==> src/rtl/pwm_carrier_mc.sv <==
`timescale 1ns / 1ps
// -----------------------------------------------------------------------------
// pwm_carrier_mc
//   Multi-channel triangle-carrier PWM generator. One shared phase counter ph
//   drives N_CH phase-interleaved integer triangle carriers. Channel k runs
//   (k*4*QUARTER)/N_CH steps ahead of channel 0. Each carrier is compared with
//   its modulation reference to produce the gate bits. The carriers advance
//   once per qualified step (sta && flag_fh) while in RUN.
//
//   Optional feature macro: PWM_DEADTIME_EN
//     Defined   : each channel has a DT_CYC-cycle dead-time counter. On any
//                 gate change, gate and gate_n are both held low for DT_CYC
//                 clocks before the new side is asserted.
//     Undefined : gate_n = ~gate while RUN, 0 while IDLE; DT_CYC is unused.
//
// Ports
//   clk       in   1           system clock
//   rst_n     in   1           asynchronous active-low reset
//   run       in   1           level: 1 = carriers running, 0 = idle
//   sta       in   1           simulation-step strobe (1-cycle pulse)
//   flag_fh   in   1           step qualifier
//   mod_ref   in   N_CH*CNT_W  packed signed references, ch k at [k*CNT_W +: CNT_W]
//                              (the reference port is not called "ref" because
//                              that word is a SystemVerilog keyword)
//   carrier   out  N_CH*CNT_W  packed signed carrier values, same packing
//   gate      out  N_CH        upper-switch gate per channel
//   gate_n    out  N_CH        lower-switch gate per channel
//   sync      out  1           1-cycle pulse when channel 0 phase was 0
//   done_sig  out  1           sta delayed by DONE_LAT clocks
// -----------------------------------------------------------------------------
module pwm_carrier_mc #(
   parameter int N_CH     = 3,
   parameter int CNT_W    = 16,
   parameter int QUARTER  = 83,
   parameter int DONE_LAT = 12,
   parameter int DT_CYC   = 4
) (
   input  logic                    clk,
   input  logic                    rst_n,
   input  logic                    run,
   input  logic                    sta,
   input  logic                    flag_fh,
   input  logic [N_CH*CNT_W-1:0]   mod_ref,
   output logic [N_CH*CNT_W-1:0]   carrier,
   output logic [N_CH-1:0]         gate,
   output logic [N_CH-1:0]         gate_n,
   output logic                    sync,
   output logic                    done_sig
);

   typedef enum logic {IDLE = 1'b0, RUN = 1'b1} state_t;

   localparam int                PERIOD  = 4 * QUARTER;
   localparam logic [CNT_W-1:0]  PH_LAST = CNT_W'(PERIOD - 1);

   // Reject parameter sets the arithmetic below cannot represent.
   if (N_CH < 1 || N_CH > 8 || DONE_LAT < 1 || DT_CYC < 1 ||
       PERIOD >= (1 << (CNT_W - 1))) begin : g_bad_cfg
      $error("pwm_carrier_mc: illegal parameter set");
   end

   state_t                  state;
   logic [CNT_W-1:0]        ph;
   logic [DONE_LAT-1:0]     dly;
   logic [N_CH*CNT_W-1:0]   car_nxt;
   logic [N_CH-1:0]         cmp_nxt;
   logic                    step;

   assign step     = sta & flag_fh;
   assign done_sig = dly[DONE_LAT-1];

   // Channel phase: shared ph plus a fixed offset, wrapped into [0, PERIOD).
   function automatic logic [CNT_W-1:0] phase_of(input logic [CNT_W-1:0] ph_v,
                                                 input int k);
      logic [CNT_W-1:0] p;
      p = ph_v + CNT_W'((k * PERIOD) / N_CH);
      if (p >= CNT_W'(PERIOD)) p = p - CNT_W'(PERIOD);
      return p;
   endfunction

   // Triangle: rises 0..Q, falls Q..-Q (both middle quarters are 2Q-p),
   // then rises -Q..-1.
   function automatic logic signed [CNT_W-1:0] tri_of(input logic [CNT_W-1:0] p);
      logic signed [CNT_W-1:0] ps;
      ps = signed'(p);
      if (p < CNT_W'(QUARTER))          return ps;
      else if (p < CNT_W'(3 * QUARTER)) return signed'(CNT_W'(2 * QUARTER)) - ps;
      else                              return ps - signed'(CNT_W'(PERIOD));
   endfunction

   // Next carrier and raw comparison for every channel, from the current ph.
   always_comb begin
      // NOTE: defaults first so no path through the block leaves a variable
      // unassigned, which would infer a latch.
      car_nxt = '0;
      cmp_nxt = '0;
      for (int k = 0; k < N_CH; k++) begin
         car_nxt[k*CNT_W +: CNT_W] = tri_of(phase_of(ph, k));
         cmp_nxt[k] = $signed(mod_ref[k*CNT_W +: CNT_W]) >
                      $signed(car_nxt[k*CNT_W +: CNT_W]);
      end
   end

`ifdef PWM_DEADTIME_EN
   localparam int DT_W = $clog2(DT_CYC + 1);
   logic [N_CH-1:0] tgt;                 // settled comparison result per channel
   logic [DT_W-1:0] dt_cnt [N_CH];       // remaining dead-time clocks
`endif

   // NOTE: all state here uses non-blocking assignments so every register
   // samples values from before the edge, independent of statement order.
   always_ff @(posedge clk or negedge rst_n) begin
      if (!rst_n) begin
         state   <= IDLE;
         ph      <= '0;
         carrier <= '0;
         gate    <= '0;
         gate_n  <= '0;
         sync    <= 1'b0;
         // NOTE: the done delay line is cleared on reset so no stale sta can
         // emerge as a done_sig pulse after reset is released.
         dly     <= '0;
`ifdef PWM_DEADTIME_EN
         tgt     <= '0;
         for (int k = 0; k < N_CH; k++) dt_cnt[k] <= '0;
`endif
      end else begin
         dly  <= DONE_LAT'({dly, sta});
         sync <= 1'b0;
         case (state)
            IDLE: begin
               if (run) begin
                  state  <= RUN;
                  ph     <= '0;
                  gate_n <= '1;          // gate is 0 here, so the low side is on
               end
            end
            RUN: begin
               if (!run) begin
                  // Leaving RUN wins over any coincident step.
                  state   <= IDLE;
                  ph      <= '0;
                  carrier <= '0;
                  gate    <= '0;
                  gate_n  <= '0;
`ifdef PWM_DEADTIME_EN
                  tgt     <= '0;
                  for (int k = 0; k < N_CH; k++) dt_cnt[k] <= '0;
`endif
               end else begin
                  if (step) begin
                     ph      <= (ph == PH_LAST) ? '0 : ph + CNT_W'(1);
                     carrier <= car_nxt;
                     sync    <= (ph == '0);
`ifndef PWM_DEADTIME_EN
                     gate    <= cmp_nxt;
                     gate_n  <= ~cmp_nxt;
`endif
                  end
`ifdef PWM_DEADTIME_EN
                  for (int k = 0; k < N_CH; k++) begin
                     if (step && (cmp_nxt[k] != tgt[k])) begin
                        // A change (also mid dead-time) restarts the blanking.
                        tgt[k]    <= cmp_nxt[k];
                        dt_cnt[k] <= DT_W'(DT_CYC);
                        gate[k]   <= 1'b0;
                        gate_n[k] <= 1'b0;
                     end else if (dt_cnt[k] > DT_W'(1)) begin
                        dt_cnt[k] <= dt_cnt[k] - DT_W'(1);
                     end else if (dt_cnt[k] == DT_W'(1)) begin
                        dt_cnt[k] <= '0;
                        gate[k]   <= tgt[k];
                        gate_n[k] <= ~tgt[k];
                     end
                  end
`endif
               end
            end
         endcase
      end
   end

endmodule
==> config.mk <==
export PLATFORM = sky130hd
export DESIGN_NAME = pwm_carrier_mc
export DESIGN_NICKNAME = d
export VERILOG_FILES = /design/src/rtl/pwm_carrier_mc.sv
export SDC_FILE = /design/constraint.sdc
export NUM_CORES = 1
export LEC_CHECK = 0
export CAP_MARGIN = 20
export CORE_ASPECT_RATIO = 0.9
export CORE_MARGIN = 8
export CORE_UTILIZATION = 40
export DETAILED_ROUTE_END_ITERATION = 8
export PLACE_DENSITY = 0.58
export SLEW_MARGIN = 20
export SYNTH_ARGS = -nofsm -noshare
export SYNTH_HDL_FRONTEND = slang
export SYNTH_SLANG_ARGS = --single-unit
==> constraint.sdc <==
create_clock -name clk -period 19.35 [get_ports clk]
set_input_delay 3.87 -clock clk [delete_from_list [all_inputs] [get_ports clk]]
set_output_delay 3.87 -clock clk [all_outputs]
set_load 0.02 [all_outputs]
# Word level (Yosys, flattened, before mapping)
# Index checks and enable logic that the tools add are counted.
# word_totals
ff_bits	84
# op_classes
reduce_logical	3
mux	26
magnitude_cmp	12
eq_ne	4
n_addsub	12
bitwise	3
# ops
cell	n
16-bit 2-to-1 mux	13
48-bit 2-to-1 mux	2
16-bit by 9-bit greater-or-equal comparator with 1-bit output, second input constant	3
16-bit > comparator	3
16-bit by 7-bit < comparator with 1-bit output, second input constant	3
16-bit by 8-bit < comparator with 1-bit output, second input constant	3
16-bit by 10-bit subtractor with 16-bit output, second input constant	3
16-bit by 9-bit subtractor with 16-bit output, second input constant	3
9-bit by 16-bit subtractor with 16-bit output, first input constant	3
16-bit one-hot mux with 2 select lines	1
16-bit by 1-bit adder with 16-bit output, second input constant	1
16-bit by 7-bit adder with 16-bit output, second input constant	1
16-bit by 8-bit adder with 16-bit output, second input constant	1
16-bit by 9-bit equality test with 1-bit output, second input constant	1
16-bit zero test	1
3-bit 2-to-1 mux	5
3-bit one-hot mux with 2 select lines	1
1-bit 2-to-1 mux	4
2-bit AND reduction	2
3-bit by 2-bit inequality test with 1-bit output, second input constant	1
3-bit inverter	1
2-bit by 1-bit inequality test with 1-bit output, second input constant	1
2-bit inequality test, second input constant	1
1-bit bitwise AND	1
1-bit inverter	1

# Depth between registers and ports, before layout
# Gate-level depths: netlist of the first run.
# depth
depth_word	11
ltp_mapped	31
ltp_nobuf	28

# Worst setup path after synthesis of the first run
# OpenSTA, ideal clock, no wires.
# synth_timing
kind	register to register
start	register ph[2]
end	register gate_n[2]
slack_ps	12196
t_arrival_ps	7088
path_stages_with_launch	28
setup_ps	66
n_path_buf	1
cell_sequence	dfrtp_1 clkbuf_1 inv_1 ha_1 a2111o_1 a21oi_1 xnor2_1 o21ai_2 a2111oi_0 mux2i_1 o211ai_1 or4_1 a31oi_4 nor2b_1 mux2_2 ha_1 nor2b_1 o21a_1 o21a_1 o21a_1 o21a_1 o21a_1 o21a_1 o21ai_0 a21boi_0 or4b_2 a31oi_1 o22a_1
# synth_via
elab_chain_cells	11
# synth_rtl
item	line	rtl
from (decl)	63	logic [CNT_W-1:0] ph;
from (signal assigned)	152	ph <= (ph == PH_LAST) ? '0 : ph + CNT_W'(1);
16-bit by 8-bit adder with 16-bit output *	76	p = ph_v + CNT_W'((k * PERIOD) / N_CH);
16-bit by 9-bit subtractor with 16-bit output / 16-bit by 9-bit greater-or-equal comparator with 1-bit output (equally long branches)	77	if (p >= CNT_W'(PERIOD)) p = p - CNT_W'(PERIOD);
16-bit 2-to-1 mux *	77	
16-bit by 10-bit subtractor with 16-bit output, or another cell as far along	88	else return ps - signed'(CNT_W'(PERIOD));
16-bit 2-to-1 mux	87	else if (p < CNT_W'(3 * QUARTER)) return signed'(CNT_W'(2 * QUARTER)) - ps;
16-bit 2-to-1 mux *	86	if (p < CNT_W'(QUARTER)) return ps;
16-bit > comparator *	99	cmp_nxt[k] = $signed(mod_ref[k*CNT_W +: CNT_W]) >
3-bit inverter *	157	gate_n <= ~cmp_nxt;
3-bit 2-to-1 mux *	151	if (step) begin
3-bit 2-to-1 mux *	139	if (!run) begin
3-bit one-hot mux with 2 select lines *	130	case (state)
to (signal assigned)	157	
to (decl)	46	output logic [N_CH-1:0] gate_n,
# Mark *: on every way between the ends. The rest lies on a longest branch, timed or not. The select of a mux whose other input is x is not followed.
# A chain may end at the register's enable or synchronous reset.

# Final worst setup path of the first run
# Ends and elaborated chain as after synthesis.

==> impl_results.md, run 1 <==
- Startpoint type of the worst setup path: register
- Top cell type by total area after synthesis: sky130_fd_sc_hd__dfrtp_1
- Initial core utilization: 40.4%
- Number of global-route vias before repair: 7740
- Leading cell types by total area after synthesis: sky130_fd_sc_hd__dfrtp_1 24%, sky130_fd_sc_hd__ha_1 10%, sky130_fd_sc_hd__xnor2_1 6.7%, sky130_fd_sc_hd__nand2_1 5.5%, sky130_fd_sc_hd__o21ai_0 4.7%
- Most common cell type on the critical path: sky130_fd_sc_hd__o21a_1
- Final layout net count: ~1300
- Max stage delay on crit path: 0.99 ns
- Count of warnings emitted by yosys: 0
- Die X-Extent: 171 um
- Beginning of the worst hold path: dly[3]
- Chip Height: 156 um
- Worst flop-to-flop path startpoint: ph[2]
- Crit Path Category: reg -> reg
- Leakage power summed over all cells: about 4.2 nW
- Global-route usage over all layers: 19.9%
- Setup repair after global routing missed its margin: false
- Most frequently used cell type in the post-synthesis netlist: sky130_fd_sc_hd__nand2_1
- Actual slew at the worst max-slew pin: 1.02 ns
- Kind of end point of the critical path: register
- FF/Latch Area: 2080 um^2
- Port Buffer Count: 108
- Standard cell with the maximum stage delay on the critical path: sky130_fd_sc_hd__a2111oi_4
- Core area: roughly 22000 um^2
- Number of ports placed on the die boundary: 109
- Total non-filler cell area in the finished layout: 10200 um^2
- Final core utilization: between 40% and 50%
- Most frequent cells after synthesis: 128 x sky130_fd_sc_hd__nand2_1, 83 x sky130_fd_sc_hd__dfrtp_1, 82 x sky130_fd_sc_hd__o21ai_0
- Global-route wire length before repair: 43000 um
- Critical path data required time: 19.65 ns
- Count of cells along the worst register-to-register path: 25
- Seq cells post-synth: 83
- Largest net degree at the start of global routing: 63
- Max Fclk: between 100 and 150 MHz
- Power consumption: 0.463 mW
- Dpl cell area: 9960 um^2
- Sequential cell area fraction in the yosys report: 23.9%
- Arrival time reported for the critical path endpoint: just over 8 ns
- Clock buffer count from CTS: 9
- Via density: roughly 5.7
- Number of violations reported at the end of detailed-routing iteration 0: 625
- Number of cells produced by synthesis: 1087
- Dpl ws: 11.49 ns
- Area grow syn2layout: 18.0%
- DIE AREA: 26700 um^2
- Final critical-path setup slack: 11.44 ns
- Detailed-route DRC error count: 0
- Syn Std Cell Area: ~8700 um^2
- Number of flops mapped to enable cells by yosys: 0
- Most instantiated flip-flop cell in the synthesis netlist: sky130_fd_sc_hd__dfrtp_1
- CTS-repair resized insts: 0
- Endpoint of the lowest-slack register-to-register path: gate_n[2]
- Final hold viol count: 0
- Setup fix buffers added after clock tree synthesis: 0
- Outcome: finished clean
- Final cycle utilization of the critical path: 40.9%
- Cell area power density: 45.1 nW/um^2
- Overall via count from detail_route: roughly 8400
- Layout cells sized above 1: a little over 6%
- Endpoint with the worst hold slack: dly[4]
- Post-Syn Nets: roughly 1200
- Final critical delay including setup and external delays: 7.91 ns
- Total number of H-tree levels: 3
- Row count: 51
- # Max-Cap Violations: 0
- Biggest fanout along the worst timing path: 18
- Fraction of post-synthesis cell area in the top cell type by area: 23.9%
- Max rail drop VDD: 31.3 uV
- Final ANT Viol Nets: 0
- Maximum root-to-sink buffer count: 2
- Number of antenna repair diodes: 0
- Sum of negative setup slack: 0 ns
- Maximum clock skew at final layout: 0.00886 ns
- Insertion delay of the later-clocked pin in the worst-skew pair: 0.36 ns
- Area of combinational cells with multiple inputs: between 6000 and 7000 um^2
- Final global-route overflow total: 0
- CTS tree: built
- Final Max Slew Viols: 0
- Post-Syn Area per Cell: 7.99 um^2
- Number of cells in the finished layout apart from fillers: 1460
- Root Buffer Master: sky130_fd_sc_hd__clkbuf_16
- Clock transition at the registers of the reported paths: 0.07 ns
- Async SR Flop Fraction: 100%
- Final count of negative-setup-slack endpoints: 0
- Length of the first detailed-routing pass in iterations: 5
- Number of cells in the design after placement: ~1400
- Detailed Place HPWL: 20900 um
- Worst-case register-to-register setup slack: 11.44 ns
- Routability congestion estimate from global placement: 0.900
- Number of different library cells in the post-synthesis netlist: 90
- Number of inserted filler cells in the final layout: 2154
- Post-CTS Hold Buffers: 0
- Count of clock tree sinks: 83
- Max-slew headroom at the worst pin: 31.8%
- Wire length after detailed routing: 27100 um
- Hold Path Depth: 0
- Class of the tightest hold or removal check: reg -> reg
- Post-route worst hold slack: 0.350 ns
- Number of antenna violations at the first check in global routing: 0
- Average wire per standard cell: 18.6 um
-- layer usage --
| layer | global-route usage, % | wire length [um] | vias up |
|---|---|---|---|
| met3 | 2.96 | 1560 | 17 |
| met5 | 0 | 0 | - |
| li1 | - | - | 4127 |
| met4 | 3.85 | 289 | 0 |
| met1 | 28.9 | 13200 | 4024 |
| met2 | 30.9 | 12100 | 215 |
-- how the worst max path moves through the flow --
stage | endpoint | depth (start not counted) | start
floorplan | gate_n[2] | 27 | ph[2]
detailed placement | gate_n[2] | 25 | ph[2]
finish | gate_n[2] | 25 | ph[2]
CTS | gate_n[2] | 25 | ph[2]
global placement | gate_n[2] | 25 | ph[2]
global route | gate_n[2] | 25 | ph[2]
-- final cells by class --
cell class | instances | area share [%]
clock inverters | 7 | 0.574
flip-flops and latches | 83 | 20.3
repair buffers | 115 | 11.0
multi-input cells | 921 | 61.1
well taps | 291 | 3.55
inverters | 34 | 1.25
clock buffers | 9 | 2.20
-- state kept, by name (all words and copies together) (netlist names) --
signal / flops
carrier: 47
dly: 12
gate: 3
gate_n: 3
ph: 16
state: 1
sync: 1
-- placed cells by master (no fill, tap or decap), types with 19 or more instances in the layout --
cell type,n
sky130_fd_sc_hd__o21ai_1,28
sky130_fd_sc_hd__nor3_1,24
sky130_fd_sc_hd__nand2_1,127
sky130_fd_sc_hd__nand2b_1,19
sky130_fd_sc_hd__inv_1,33
sky130_fd_sc_hd__dfrtp_1,83
sky130_fd_sc_hd__xor2_1,30
sky130_fd_sc_hd__clkdlybuf4s50_1,107
sky130_fd_sc_hd__ha_1,71
sky130_fd_sc_hd__o21a_1,24
sky130_fd_sc_hd__o21ai_0,82
sky130_fd_sc_hd__a21oi_1,61
sky130_fd_sc_hd__xnor2_1,66
sky130_fd_sc_hd__nor2_1,76
sky130_fd_sc_hd__nand3_1,33
-- cell families after synthesis --
kind of cell | count (synthesis) | share of synthesized area, %
and+or+nand+nor | 393 | 22.4
DFF | 83 | 23.9
AOI/OAI and AO/OA | 338 | 26.9
buffers and inverters | 83 | 4.00
xor gates and xnor gates | 99 | 10.2
muxes | 20 | 2.36
adders and majority gates | 71 | 10.2
-- critical path: cells and delay by family, from the launching register on --
| family | cells | cell delay (ns) |
|---|---|---|
| xor gates and xnor gates | 1 | 0.30 |
| adders and majority gates | 2 | 0.63 |
| DFF | 1 | 0.76 |
| muxes | 1 | 0.37 |
| buffers and inverters | 1 | 0.31 |
| AOI/OAI and AO/OA | 15 | 3.77 |
| and+or+nand+nor | 5 | 1.72 |
-- power breakdown --
| group | internal, mW | total (mW) | leakage [nW] | switching, mW |
|---|---|---|---|---|
| registers | 0.180 | 0.185 | 1.11 | 0.00480 |
| clock network | 0.0893 | 0.175 | 0.138 | 0.0854 |
| logic | 0.0449 | 0.103 | 2.97 | 0.0578 |
| total | 0.315 | 0.463 | 4.22 | 0.148 |
(Power assumes the default switching activity.)
==> inputs of run 2 (changes only) <==
- clock period: 19.35 -> 8.15 ns (I/O delays scaled with it)
==> run 2 against run 1 <==
Register-to-register slack lost 11 ns. Sequential share of layout area shrank 0.12 points. Largest cell class unchanged. Cell count grew 0.55%.
==> impl_results.md, run 2 (synthesis results as in run 1) <==
- Layout cells sized above 1: 6.71%
- Seq pwr share: 40.3%
- Final count of negative-setup-slack endpoints: 0
- Length of the first detailed-routing pass in iterations: 5
- Clock buffer count from CTS: 9
- Class of the tightest hold or removal check: reg -> reg
- Clock transition at the registers of the reported paths: 0.07 ns
- Global-route usage over all layers: 19.8%
- Outcome: finished clean
- DIE AREA: between 20000 and 30000 um^2
- Initial core utilization: 40.4%
- Internal power consumption: 0.747 mW
- Biggest fanout along the worst timing path: 18
- Number of antenna violations at the first check in global routing: 0
- Final cycle utilization of the critical path: a little over nine tenths
- Crit Path Category: reg -> reg
- Count of cells along the worst register-to-register path: 26
- Most common cell type on the critical path: sky130_fd_sc_hd__o21a_1
- Die X-Extent: between 150 and 200 um
- Port Buffer Count: ~110
- Max stage delay on crit path: 0.75 ns
- Relative contribution of the clock network to total power: 37.4%
- CTS-repair resized insts: 0
- Via density: roughly 5.7
- Maximum clock skew at final layout: 0.0109 ns
- Actual slew at the worst max-slew pin: 1.04 ns
- Switch share: 31.6%
- Startpoint type of the worst setup path: register
- Detailed Place HPWL: between 20000 and 25000 um
- Setup repair after global routing missed its margin: false
- Final Max Slew Viols: 0
- Total net switching power: 0.346 mW
- Overall via count from detail_route: 8341
- Number of ports placed on the die boundary: 109
- Insertion delay of the later-clocked pin in the worst-skew pair: 0.36 ns
- Largest net degree at the start of global routing: 61
- Kind of end point of the critical path: register
- Biggest registers after layout: carrier: 47 flops, ph: 16 flops, dly: 12 flops
- Detailed-route DRC error count: 0
- Maximum root-to-sink buffer count: 2
- Register ranked first by flip-flop count: carrier
- Most frequent standard cell in the layout excluding fill and tap cells: sky130_fd_sc_hd__nand2_1
- Max rail drop VDD: 72.4 uV
- Final ANT Viol Nets: 0
- Sum of negative setup slack: 0 ns
- Average wire per standard cell: 18.3 um
- Area grow syn2layout: 18.7%
- # Max-Cap Violations: 0
- Post-CTS Hold Buffers: 0
- Arrival time reported for the critical path endpoint: 7.93 ns
- Row count: 51
- Leakage power summed over all cells: 4.25 nW
- Number of global-route vias before repair: 7958
- Root Buffer Master: sky130_fd_sc_hd__clkbuf_16
- Cell area power density: approximately 110 nW/um^2
- Standard cell with the maximum stage delay on the critical path: sky130_fd_sc_hd__dfrtp_1
- Final global-route overflow total: 0
- CTS tree: built
- Setup fix buffers added after clock tree synthesis: 0
- Count of clock tree sinks: 83
- Global-route wire length before repair: about 43000 um
- Final critical delay including setup and external delays: 7.64 ns
- Number of violations reported at the end of detailed-routing iteration 0: 566
- Number of antenna repair diodes: 0
- Post-route worst hold slack: around 0.35 ns
- Routability congestion estimate from global placement: 0.919
- Chip Height: 156 um
- Number of flip-flops in the largest register: 47
- Final layout net count: 1296
- Final core utilization: 47.9%
- Max Fclk: 131 MHz
- Total number of H-tree levels: 3
- Max-slew headroom at the worst pin: 30.1%
- Comb power frac: 22.2%
- Leading cell types in the layout, fill and taps excluded: 127 x sky130_fd_sc_hd__nand2_1, 107 x sky130_fd_sc_hd__clkdlybuf4s50_1, 83 x sky130_fd_sc_hd__dfrtp_1
- Final hold viol count: 0
- Hold Path Depth: 0
- Critical path data required time: 8.44 ns
- Core area: 21500 um^2
- Wire length after detailed routing: 26800 um
-- run 2: critical path: cells and delay by family, from the launching register on --
kind / cells / cell delay, ns
buffers and inverters: 1 / 0.25
multiplexers: 2 / 0.68
adder cells (fa/ha/maj): 2 / 0.58
AND/OR/NAND/NOR: 5 / 2.10
AO/OA/AOI/OAI: 16 / 3.20
flip-flops: 1 / 0.75
-- run 2: stage by stage --
step	worst slack [ns]	power (mW)	std cells	area, um^2
floorplan	0.996	0.584	1087	8690
global placement	0.807	0.691	1452	10000
detailed placement	0.603	0.693	1452	10000
CTS	0.592	1.11	1468	10300
global route	0.102	1.15	1468	10300
finish	0.511	1.09	1468	10300
-- run 2: cell type report --
type,count,area [um^2]
fillers,2160,11200
multi-input cells,921,6260
flip-flops and latches,83,2080
repair buffers,123,1190
well taps,291,364
clock buffers,9,225
inverters,34,128
clock inverters,7,57.6
-- run 2: power by group through the flow --
stage          Sequential, mW  Clock [mW]  Combinational, mW
6_report                0.441       0.409              0.243
5_1_grt                 0.443       0.440              0.270
4_1_cts                 0.441       0.424              0.245
3_5_place_dp            0.449           0              0.244
3_3_place_gp            0.448           0              0.243
2_1_floorplan           0.462           0              0.122
-- run 2: metal layers --
layer	part of all wire (%)	vias to the layer above	GRT usage, %
li1	-	4138	-
met4	1.9	0	5.59
met1	49	3959	28.1
met5	0	-	0
met2	43	222	29.6
met3	6.7	22	4.12
-- run 2: path summary, 6_finish.rpt --
kind,endpoint,slack [ns],startpoint
worst max-delay path,gate_n[2],0.51,ph[3]
max in group asynchronous,ph[14],5.84,rst_n
worst min-delay path,dly[1],0.35,dly[0]
worst max register to register,gate_n[2],0.51,ph[3]
worst min register to register,dly[1],0.35,dly[0]
min in group asynchronous,carrier[41],1.17,rst_n
